## config.mk

```make
export PLATFORM = sky130hd
export DESIGN_NAME = lcm_calc_flat
export DESIGN_NICKNAME = d
export VERILOG_FILES = /design/src/rtl/lcm_pkg.sv /design/src/rtl/lcm_calc_if.sv /design/src/rtl/lcm_calc_seq_shift_add_mul.sv /design/src/rtl/lcm_calc.sv /design/src/flat_wrapper.sv
export SDC_FILE = /design/constraint.sdc
export NUM_CORES = 1
export LEC_CHECK = 0
export CORE_ASPECT_RATIO = 0.6
export CORE_MARGIN = 2
export CORE_UTILIZATION = 50
export CTS_BUF_LIST = sky130_fd_sc_hd__clkbuf_4
export CTS_CLUSTER_DIAMETER = 100
export CTS_CLUSTER_SIZE = 20
export DETAILED_ROUTE_END_ITERATION = 12
export HOLD_SLACK_MARGIN = 0.1
export PLACE_DENSITY = 0.69
export SETUP_SLACK_MARGIN = 0.02
export SLEW_MARGIN = 20
export SYNTH_ARGS = -nofsm -noshare
export SYNTH_HDL_FRONTEND = slang
export SYNTH_SLANG_ARGS = --single-unit
export TNS_END_PERCENT = 20
```

## constraint.sdc

```tcl
create_clock -name clk -period 4.95 [get_ports clk]
set_input_delay 0.99 -clock clk [delete_from_list [all_inputs] [get_ports clk]]
set_output_delay 0.99 -clock clk [all_outputs]
set_load 0.05 [all_outputs]
```

## src/rtl/lcm_pkg.sv

```systemverilog
// lcm_pkg -- shared types and constants for the LCM unit.
//   state_t       : controller phases IDLE -> GCD -> DIV -> MUL.
//   DEFAULT_WIDTH : default operand width.
//   RESULT_WIDTH  : result width for the default operand width.
//   result_width(): result width (2*w) for any operand width w.
package lcm_pkg;

  typedef enum logic [1:0] {
    IDLE = 2'd0,
    GCD  = 2'd1,
    DIV  = 2'd2,
    MUL  = 2'd3
  } state_t;

  localparam int DEFAULT_WIDTH = 8;
  localparam int RESULT_WIDTH  = 2 * DEFAULT_WIDTH;

  function automatic int result_width(input int w);
    return 2 * w;
  endfunction

endpackage

```

## src/rtl/lcm_calc_if.sv

```systemverilog
// lcm_calc_if -- request/result bundle of the LCM unit.
//   start     : one-cycle request (master -> slave)
//   a, b      : WIDTH-bit operands (master -> slave)
//   busy      : operation in progress (slave -> master)
//   lcm_out   : 2*WIDTH-bit result (slave -> master)
//   lcm_valid : result valid (slave -> master)
//   gcd_out   : WIDTH-bit gcd, present only when LCM_GCD_OUT_EN is defined
interface lcm_calc_if #(
  parameter int WIDTH = lcm_pkg::DEFAULT_WIDTH
);
  logic                 start;
  logic [WIDTH-1:0]     a;
  logic [WIDTH-1:0]     b;
  logic                 busy;
  logic [2*WIDTH-1:0]   lcm_out;
  logic                 lcm_valid;
`ifdef LCM_GCD_OUT_EN
  logic [WIDTH-1:0]     gcd_out;

  modport master (output start, a, b, input busy, lcm_out, lcm_valid, gcd_out);
  modport slave  (input start, a, b, output busy, lcm_out, lcm_valid, gcd_out);
`else
  modport master (output start, a, b, input busy, lcm_out, lcm_valid);
  modport slave  (input start, a, b, output busy, lcm_out, lcm_valid);
`endif
endinterface

```

## src/rtl/lcm_calc_seq_shift_add_mul.sv

```systemverilog
// seq_shift_add_mul -- sequential shift-add multiplier, one multiplier bit
// per cycle, exactly WIDTH step cycles after a load.
//   clk, reset : clock, synchronous active-high reset
//   load_i     : capture operands and start (ignored state is overwritten)
//   mcand_i    : WIDTH-bit multiplicand
//   mplier_i   : WIDTH-bit multiplier
//   product_o  : 2*WIDTH-bit product, final when done_o is high
//   done_o     : one-cycle pulse after the last step edge
module seq_shift_add_mul #(
  parameter int WIDTH = 8
) (
  input  logic                 clk,
  input  logic                 reset,
  input  logic                 load_i,
  input  logic [WIDTH-1:0]     mcand_i,
  input  logic [WIDTH-1:0]     mplier_i,
  output logic [2*WIDTH-1:0]   product_o,
  output logic                 done_o
);
  localparam int CW = $clog2(WIDTH);

  logic [2*WIDTH-1:0] acc_q;
  logic [2*WIDTH-1:0] mcand_q;
  logic [WIDTH-1:0]   mplier_q;
  logic [CW-1:0]      cnt_q;
  logic               run_q;
  logic               done_q;

  // NOTE: sequential state uses non-blocking assignments so every register
  // samples pre-edge values, independent of statement order.
  always_ff @(posedge clk) begin
    if (reset) begin
      acc_q    <= '0;
      mcand_q  <= '0;
      mplier_q <= '0;
      cnt_q    <= '0;
      run_q    <= 1'b0;
      done_q   <= 1'b0;
    end else if (load_i) begin
      acc_q    <= '0;
      mcand_q  <= {{WIDTH{1'b0}}, mcand_i};
      mplier_q <= mplier_i;
      cnt_q    <= '0;
      run_q    <= 1'b1;
      done_q   <= 1'b0;
    end else if (run_q) begin
      if (mplier_q[0]) acc_q <= acc_q + mcand_q;
      mcand_q  <= mcand_q << 1;
      mplier_q <= mplier_q >> 1;
      cnt_q    <= cnt_q + CW'(1);
      if (cnt_q == CW'(WIDTH - 1)) begin
        run_q  <= 1'b0;
        done_q <= 1'b1;
      end
    end else begin
      done_q <= 1'b0;
    end
  end

  assign product_o = acc_q;
  assign done_o    = done_q;

endmodule

```

## src/rtl/lcm_calc.sv

```systemverilog
// lcm_calc -- sequential least common multiple of two unsigned operands.
// Flow: subtractive GCD g, restoring divide q = a/g (WIDTH cycles), then
// shift-add multiply q*b (WIDTH cycles) in seq_shift_add_mul.
//   clk   : clock
//   reset : synchronous active-high reset
//   bus   : lcm_calc_if.slave (start, a, b, busy, lcm_out, lcm_valid
//           and gcd_out when LCM_GCD_OUT_EN is defined)
// Optional macro LCM_GCD_OUT_EN exposes the computed gcd on bus.gcd_out.
module lcm_calc
  import lcm_pkg::*;
#(
  parameter int WIDTH = DEFAULT_WIDTH
) (
  input  logic       clk,
  input  logic       reset,
  lcm_calc_if.slave  bus
);
  localparam int RES_W = result_width(WIDTH);
  localparam int CW    = $clog2(WIDTH);

  state_t             state_q;
  logic [WIDTH-1:0]   x_q, y_q;     // GCD working pair
  logic [WIDTH-1:0]   a_q;          // dividend, shifts into the quotient
  logic [WIDTH-1:0]   b_q;
  logic [WIDTH-1:0]   g_q;
  logic [WIDTH-1:0]   rem_q;
  logic [CW-1:0]      div_cnt_q;
  logic               busy_q;
  logic               valid_q;
  logic [RES_W-1:0]   lcm_out_q;
`ifdef LCM_GCD_OUT_EN
  logic [WIDTH-1:0]   gcd_out_q;
`endif

  // Restoring-division step. The partial remainder never exceeds g-1, so
  // one extra bit on the shifted remainder is enough for the compare.
  logic [WIDTH:0]     rem_shift;
  logic [WIDTH-1:0]   rem_d;
  logic [WIDTH-1:0]   quo_d;
  logic               div_last;
  logic               mul_load;
  logic [RES_W-1:0]   mul_product;
  logic               mul_done;

  // NOTE: every always_comb output gets a default first so no path can
  // leave a value held, which would infer a latch.
  always_comb begin
    rem_shift = {rem_q, a_q[WIDTH-1]};
    rem_d     = rem_shift[WIDTH-1:0];
    quo_d     = {a_q[WIDTH-2:0], 1'b0};
    if (rem_shift >= {1'b0, g_q}) begin
      rem_d = WIDTH'(rem_shift - {1'b0, g_q});
      quo_d = {a_q[WIDTH-2:0], 1'b1};
    end
  end

  assign div_last = (div_cnt_q == CW'(WIDTH - 1));
  // The quotient is complete during the last DIV cycle; hand it straight to
  // the multiplier so its WIDTH steps start on the following edge.
  assign mul_load = (state_q == DIV) && div_last;

  seq_shift_add_mul #(.WIDTH(WIDTH)) u_mul (
    .clk       (clk),
    .reset     (reset),
    .load_i    (mul_load),
    .mcand_i   (quo_d),
    .mplier_i  (b_q),
    .product_o (mul_product),
    .done_o    (mul_done)
  );

  always_ff @(posedge clk) begin
    if (reset) begin
      // NOTE: every register, datapath included, is cleared so an aborted
      // operation leaves nothing behind.
      state_q   <= IDLE;
      x_q       <= '0;
      y_q       <= '0;
      a_q       <= '0;
      b_q       <= '0;
      g_q       <= '0;
      rem_q     <= '0;
      div_cnt_q <= '0;
      busy_q    <= 1'b0;
      valid_q   <= 1'b0;
      lcm_out_q <= '0;
`ifdef LCM_GCD_OUT_EN
      gcd_out_q <= '0;
`endif
    end else begin
      unique case (state_q)
        IDLE: begin
          if (bus.start) begin
            if (bus.a != '0 && bus.b != '0) begin
              x_q     <= bus.a;
              y_q     <= bus.b;
              a_q     <= bus.a;
              b_q     <= bus.b;
              busy_q  <= 1'b1;
              valid_q <= 1'b0;
              state_q <= GCD;
            end else begin
              // lcm with a zero operand is defined as zero; no busy phase.
              lcm_out_q <= '0;
              valid_q   <= 1'b1;
`ifdef LCM_GCD_OUT_EN
              gcd_out_q <= '0;
`endif
            end
          end
        end
        GCD: begin
          // The larger value is always the minuend, so no underflow.
          if (x_q > y_q) begin
            x_q <= x_q - y_q;
          end else if (y_q > x_q) begin
            y_q <= y_q - x_q;
          end else begin
            g_q       <= x_q;
            rem_q     <= '0;
            div_cnt_q <= '0;
            state_q   <= DIV;
`ifdef LCM_GCD_OUT_EN
            gcd_out_q <= x_q;
`endif
          end
        end
        DIV: begin
          a_q       <= quo_d;
          rem_q     <= rem_d;
          div_cnt_q <= div_cnt_q + CW'(1);
          if (div_last) state_q <= MUL;
        end
        MUL: begin
          if (mul_done) begin
            lcm_out_q <= mul_product;
            valid_q   <= 1'b1;
            busy_q    <= 1'b0;
            state_q   <= IDLE;
          end
        end
        default: state_q <= IDLE;
      endcase
    end
  end

  assign bus.busy      = busy_q;
  assign bus.lcm_out   = lcm_out_q;
  assign bus.lcm_valid = valid_q;
`ifdef LCM_GCD_OUT_EN
  assign bus.gcd_out   = gcd_out_q;
`endif

endmodule

```

## src/flat_wrapper.sv

```systemverilog
// flat-port wrapper written by rule: the top's interface ports become plain ports
module lcm_calc_flat import lcm_pkg::*;
#(
  parameter int WIDTH = DEFAULT_WIDTH
)
  (clk, reset, bus_start, bus_a, bus_b, bus_busy, bus_lcm_out, bus_lcm_valid);
  lcm_calc_if #(.WIDTH(WIDTH)) bus_i ();
  input  logic clk;
  input  logic reset;
  input wire logic [$bits(bus_i.start)-1:0] bus_start;
  input wire logic [$bits(bus_i.a)-1:0] bus_a;
  input wire logic [$bits(bus_i.b)-1:0] bus_b;
  output wire logic [$bits(bus_i.busy)-1:0] bus_busy;
  output wire logic [$bits(bus_i.lcm_out)-1:0] bus_lcm_out;
  output wire logic [$bits(bus_i.lcm_valid)-1:0] bus_lcm_valid;
  assign bus_i.start = bus_start;
  assign bus_i.a = bus_a;
  assign bus_i.b = bus_b;
  assign bus_busy = bus_i.busy;
  assign bus_lcm_out = bus_i.lcm_out;
  assign bus_lcm_valid = bus_i.lcm_valid;
  lcm_calc #(.WIDTH(WIDTH)) u_core (.clk(clk), .reset(reset), .bus(bus_i));
endmodule
```

After elaboration in Yosys (flattened, before gate mapping)
Index checks and enable logic that the tools add are counted.
W data, S select, Z words.
{"block": "totals", "ff_bits": 116, "input_bits": 19, "out_inout_bits": 18, "elab_cells": 111}
{"block": "classes", "addsub": 6, "n_lt_le_gt_ge": 3, "eq_ne": 14, "n_mux": 44, "bitwise": 3, "reduce_logical": 23}
{"cell": "$mux W8", "n": 14}
{"cell": "$pmux W8 S2", "n": 4}
{"cell": "$mux W16", "n": 3}
{"cell": "$pmux W16 S2", "n": 1}
{"cell": "$sub A8 B8 Y8", "n": 3}
{"cell": "$add A16 B16 Y16", "n": 1}
{"cell": "$gt A8 B8 Y1", "n": 2}
{"cell": "$reduce_bool A8 Y1", "n": 2}
{"cell": "$reduce_and A3 Y1", "n": 5}
{"cell": "$mux W2", "n": 6}
{"cell": "$reduce_and A4 Y1", "n": 3}
{"cell": "$mux W1", "n": 10}
{"cell": "$ne A2 B2 Y1 const B", "n": 5}
{"cell": "$reduce_bool A2 Y1", "n": 5}
{"cell": "$ge A9 B8 Y1", "n": 1}
{"cell": "$ne A2 B1 Y1 const B", "n": 4}
{"cell": "$pmux W2 S4", "n": 1}
{"cell": "$add A3 B1 Y3 const B", "n": 2}
{"cell": "$eq A3 B3 Y1 const B", "n": 2}
{"cell": "$mux W3", "n": 2}
{"cell": "$pmux W3 S2", "n": 1}
{"cell": "$reduce_and A6 Y1", "n": 1}
{"cell": "$reduce_and A5 Y1", "n": 1}
{"cell": "$eq A2 B2 Y1 const B", "n": 2}
{"cell": "other kinds (8)", "n": 12}

Logic depth before layout (Yosys ltp)
{"block": "depth", "word_depth": 5, "ltp_mapped": 11, "depth_no_buf": 10}

Hierarchy
From an unflattened synthesis, not the netlist that was laid out.
{"block": "hier_totals", "hier_cells": 783, "area_unflattened_um2": 6712.7}
{"mod": "lcm_calc", "n_inst": 1, "cells_each": 479, "area_each_um2": 4194.0, "seq_area_each_um2": 1421.4}
{"mod": "seq_shift_add_mul", "n_inst": 1, "cells_each": 304, "area_each_um2": 2518.7, "seq_area_each_um2": 900.9}

Worst setup path after synthesis
OpenSTA, ideal clock, no wires.
{"block": "synth_timing", "path_kind": "register to register", "from": "reg u_core.y_q[2]", "to": "reg u_core.y_q[2]", "t_arrival_ns": 2.382, "required_time_ns": 4.828, "path_slack_ns": 2.446, "path_stages_with_launch": 10, "n_path_buf": 1, "synth_period_minus_slack_ns": 2.504, "cell_sequence": "dfxtp_1 inv_1 ha_1 nor2b_4 o21ai_2 a21oi_1 a2111o_1 a2111o_1 buf_6 o311a_1"}
{"block": "synth_between", "elab_chain_len": 4, "word_cells_on_any_way": 9, "cone_classes": "add/sub: 1; order compare: 2; eq/ne: 2; mux: 3; reduce/logical: 1"}
{"element": "from (decl)", "line": "lcm_calc.sv:22", "source": "logic [WIDTH-1:0] x_q, y_q;"}
{"element": "from (signal assigned)", "line": "lcm_calc.sv:96", "source": "y_q <= bus.b;"}
{"element": "from (signal assigned)", "line": "lcm_calc.sv:117", "source": "y_q <= y_q - x_q;"}
{"element": "$sub A8 B8 Y8", "line": "lcm_calc.sv:117"}
{"element": "$mux W8", "line": "lcm_calc.sv:116", "source": "end else if (y_q > x_q) begin"}
{"element": "$mux W8", "line": "lcm_calc.sv:114", "source": "if (x_q > y_q) begin"}
{"element": "$pmux W8 S2", "line": "lcm_calc.sv:91", "source": "unique case (state_q)"}
Several ways; a longest one is shown, not always the timed one. The select of a mux whose other input is x is not followed.
A chain may end at the register's enable or synchronous reset.

Worst setup path after layout
{"block": "layout_timing", "from": "in bus_b[3]", "to": "reg u_core.a_q[0]"}
{"block": "layout_between", "elab_chain_len": 4}
{"element": "from (decl)", "line": "flat_wrapper.sv:12", "source": "input wire logic [$bits(bus_i.b)-1:0] bus_b;"}
{"element": "$reduce_bool A8 Y1", "line": "lcm_calc.sv:94", "source": "if (bus.a != '0 && bus.b != '0) begin"}
{"element": "$logic_and A1 B1 Y1", "line": "lcm_calc.sv:94"}
{"element": "$ne A2 B1 Y1 (no line)"}
{"element": "$reduce_and A3 Y1 (no line)"}
{"element": "to (signal assigned)", "line": "lcm_calc.sv:97", "source": "a_q <= bus.a;"}
{"element": "to (signal assigned)", "line": "lcm_calc.sv:129", "source": "a_q <= quo_d;"}
{"element": "to (decl)", "line": "lcm_calc.sv:23", "source": "logic [WIDTH-1:0] a_q;"}
Every way passes these cells.

==> results_dict.tcl <==
set metrics [dict create \
    power_density_mw_per_mm2 514.5 \
    worst_pin_slew_ns 1.023 \
    peakVddDrop_mv 0.3439 \
    worstSetupPathType "input port to flip-flop" \
    grt.overflow.total 0 \
    fin_worst_skew_ns 0.02699 \
    rsz0062_at_grt "false" \
    drc_errors 0 \
    worstSetupStartpointType "input port" \
    relSlewSlack_pct 31.33 \
    die_area_sq_mm 0.01408 \
    synth_edf_count 0 \
    cpMaxStageDelayCell "o21ai_1" \
    hold_viol 0 \
    crit_fanout 16 \
    swShare_pct 44.20 \
    min_path_type "flip-flop to flip-flop" \
    grt_usage_pct 24.46 \
    worst_path_dominant_cell_family "compound AO/OA/AOI/OAI gates" \
    tns_ns 0 \
    synthCells 774 \
    min_period_ns 3.233 \
    syn_area_per_cell_sq_um 8.474 \
    insertedDiodeCount 0 \
    portBuffers 36 \
    fillers 1146 \
    routed_wl_mm 16.57 \
    gp_congestion 0.9201 \
    p_clk_share_pct 19.4 \
    ys_ff_latch 116 \
    synth_cell_type_count 62 \
    yosys_warnings 0 \
    post-dp-hpwl_mm 12.33 \
    cts_tree "done" \
    antenna_found_initial 0 \
    ios 37 \
    postCtsSetupBuffers 0 \
    start_util_pct 51.19 \
    power_leakage_nw 2.856 \
    worstPathRequired_ns 5.42 \
    p_int_mw 2.095 \
    final_core_util_pct 56.95 \
    cp_slowest_stage_delay_ns 0.84 \
    p_switching_mw 1.659 \
    clock_latency_ns 0.53 \
    synth_area_sq_mm 0.006559 \
    place_ws_ns 1.202 \
    crit_chain "clkdlybuf4s50_1 > nor4_1 > nand2_1 > nand4_1 > o21ai_1 > o21ai_0 > o22a_1 > nor2_1" \
    rows 32 \
    syn_nets 844 \
    worst-path-buf-inv 1 \
    max_freq_mhz 309.3 \
    drv_cap 0 \
    clk_pin_slew_ns 0.11 \
    arrival_ns 3.70 \
    holdWs_ns 0.4580 \
    grt_start_max_net_pins 73 \
    status "finished clean" \
    cts_root_buf "clkbuf_4" \
    synthArstFlopShare_pct 0 \
    grt_pass1_wl_mm 27.52 \
    cts_hold_repair.buffers 0 \
    drt_iter0_markers 475 \
    cts.path.max_buffers 2 \
    seq_area_frac_synth_pct 35.41 \
    cts-buffers-inserted 17 \
    grt_pass1_vias 5294 \
    avgRoutedWirePerCell_um 16.98 \
    fin_crit_sh_pct 65.31 \
    p_comb_share_pct 49.9 \
    worst_setup_path_end_kind "flip-flop" \
    pwr-share-seq_pct 30.8 \
    final_net_count 863 \
    dieHeight_um 92.72 \
    vias_per_cell 5.836 \
    drv_slew 0 \
    setup_viol 0 \
    cts-htree-levels 4 \
    drtAntennaViolNets 0 \
    coreArea_sq_mm 0.01281 \
    synthFlopType "dfxtp_1" \
    syn2layout_area_growth_pct 11.26 \
    worst_slack_ns 1.717 \
    vias 5696 \
    drt_pass1_iterations 5 \
    dieWidth_um 151.9 \
    ctsResizeCount 0 \
    final_layout_size_suffix_gt1_share_pct 6.203 \
    clock_sinks 116 \
]
Yosys cell counts (3+ instances only):
master,instances,area [sq um]
a211oi_1,30,225.2
a21o_1,8,60.06
a21oi_1,63,315.3
a22o_1,3,26.28
a311oi_1,3,26.28
a31oi_1,3,18.77
and2_1,7,43.79
and3_1,3,18.77
buf_1,5,18.77
buf_2,6,30.03
clkbuf_1,32,120.1
dfxtp_1,116,2322
fa_1,4,80.08
ha_1,47,588.1
inv_1,40,150.1
mux2_2,3,33.78
mux2i_1,52,520.5
nand2_1,60,225.2
nand2b_1,6,37.54
nand3_1,34,170.2
nand4_1,16,100.1
nor2_1,84,315.3
nor2b_1,10,62.56
nor3_1,13,65.06
nor4_1,5,31.28
o21a_1,7,52.55
o21ai_0,32,160.2
o21bai_1,4,30.03
o2bb2ai_1,5,43.79
o31ai_1,9,67.56
or3_1,3,18.77
xnor2_1,12,105.1
xor2_1,9,78.83
power groups by stage:
stage / clock, mW / combinational, mW / sequential, mW
2_1_floorplan: 0 / 1.45 / 1.14
3_3_place_gp: 0 / 1.78 / 1.17
3_5_place_dp: 0 / 1.83 / 1.17
4_1_cts: 0.737 / 1.84 / 1.15
5_1_grt: 0.784 / 2.07 / 1.17
6_report: 0.727 / 1.87 / 1.16
stage by stage:
step           instances  instance area, sq um  power (mW)
2_1_floorplan        774                  6559       2.586
3_3_place_gp         944                  7007       2.948
3_5_place_dp         944                  7007       3.006
4_1_cts              976                  7297       3.730
5_1_grt              976                  7297       4.020
6_report             976                  7297       3.754
metal layers:
metal	global-route usage [%]	routed length [um]	vias up
met4	7.477	212	0
li1	-	-	2815
met1	37.47	8756	2678
met3	4.586	1059	23
met5	0	0	-
met2	34.31	6543	180
cells in the final DEF (no fill, tap or decap), types with 6 or more instances in the layout:
cell	n
nor3_1	13
nand3_1	34
o21a_1	7
o31ai_1	9
buf_4	8
xor2_1	9
and2_1	7
nand2_1	60
nor2_1	84
a21o_1	8
nand2b_1	6
o21ai_0	32
clkbuf_4	17
a211oi_1	30
nor2b_1	10
inv_1	40
a21oi_1	63
dfxtp_1	116
clkdlybuf4s50_1	35
ha_1	47
mux2i_1	52
nand4_1	16
xnor2_1	12
logic make-up after synthesis:
family | after synthesis | share of synthesized area [%]
buffers and inverters | 85 | 5.093
AOI/OAI and AO/OA | 196 | 20.32
DFF | 116 | 35.41
muxes | 55 | 8.451
xor gates and xnor gates | 21 | 2.804
adders and majority gates | 51 | 10.19
and+or+nand+nor | 250 | 17.74
final timing paths:
check                                        endpoint  cells past startpoint  slack, ns                   from
worst max-delay path                    u_core.a_q[0]                      8       1.72               bus_b[3]
worst min-delay path            u_core.bus.lcm_out[5]                      2       0.46  u_core.bus.lcm_out[5]
worst min register to register  u_core.bus.lcm_out[5]                      2       0.46  u_core.bus.lcm_out[5]
worst max register to register    u_core.div_cnt_q[0]                      8       1.91          u_core.x_q[2]
final cells by class:
cell class	instances	area, sq um	area share (%)
Inverter	41	153.9	2.109
Timing Repair Buffer	44	415.4	5.693
Clock inverter	15	162.7	2.229
Tap cell	170	212.7	2.915
Multi-Input combinational cell	573	3902	53.48
Clock buffer	17	127.6	1.749
Sequential cell	116	2322	31.82
worst reg2reg max path, cell delays in order (launching register included):
cell     delay, ns
dfxtp_1       0.50
ha_1          0.38
nor2b_1       0.19
o21ai_1       0.23
a21oi_1       0.17
or3_1         0.41
o21a_1        0.27
nor3_1        0.57
mux2_2        0.27
state kept, by name (all words and copies together), names as in the netlist:
name / cells
u_core.div_cnt_q: 3
u_core.u_mul.done_o: 1
u_core.bus.lcm_out: 16
u_core.u_mul.product_o: 16
u_core.y_q: 8
u_core.u_mul.cnt_q: 3
u_core.state_q: 2
u_core.u_mul.mplier_q: 8
u_core.g_q: 8
u_core.x_q: 8
u_core.a_q: 8
u_core.b_q: 8
u_core.u_mul.run_q: 1
u_core.rem_q: 8
u_core.bus.busy: 1
u_core.bus.lcm_valid: 1
u_core.u_mul.mcand_q: 16
Power figures use the tool's default switching activity.
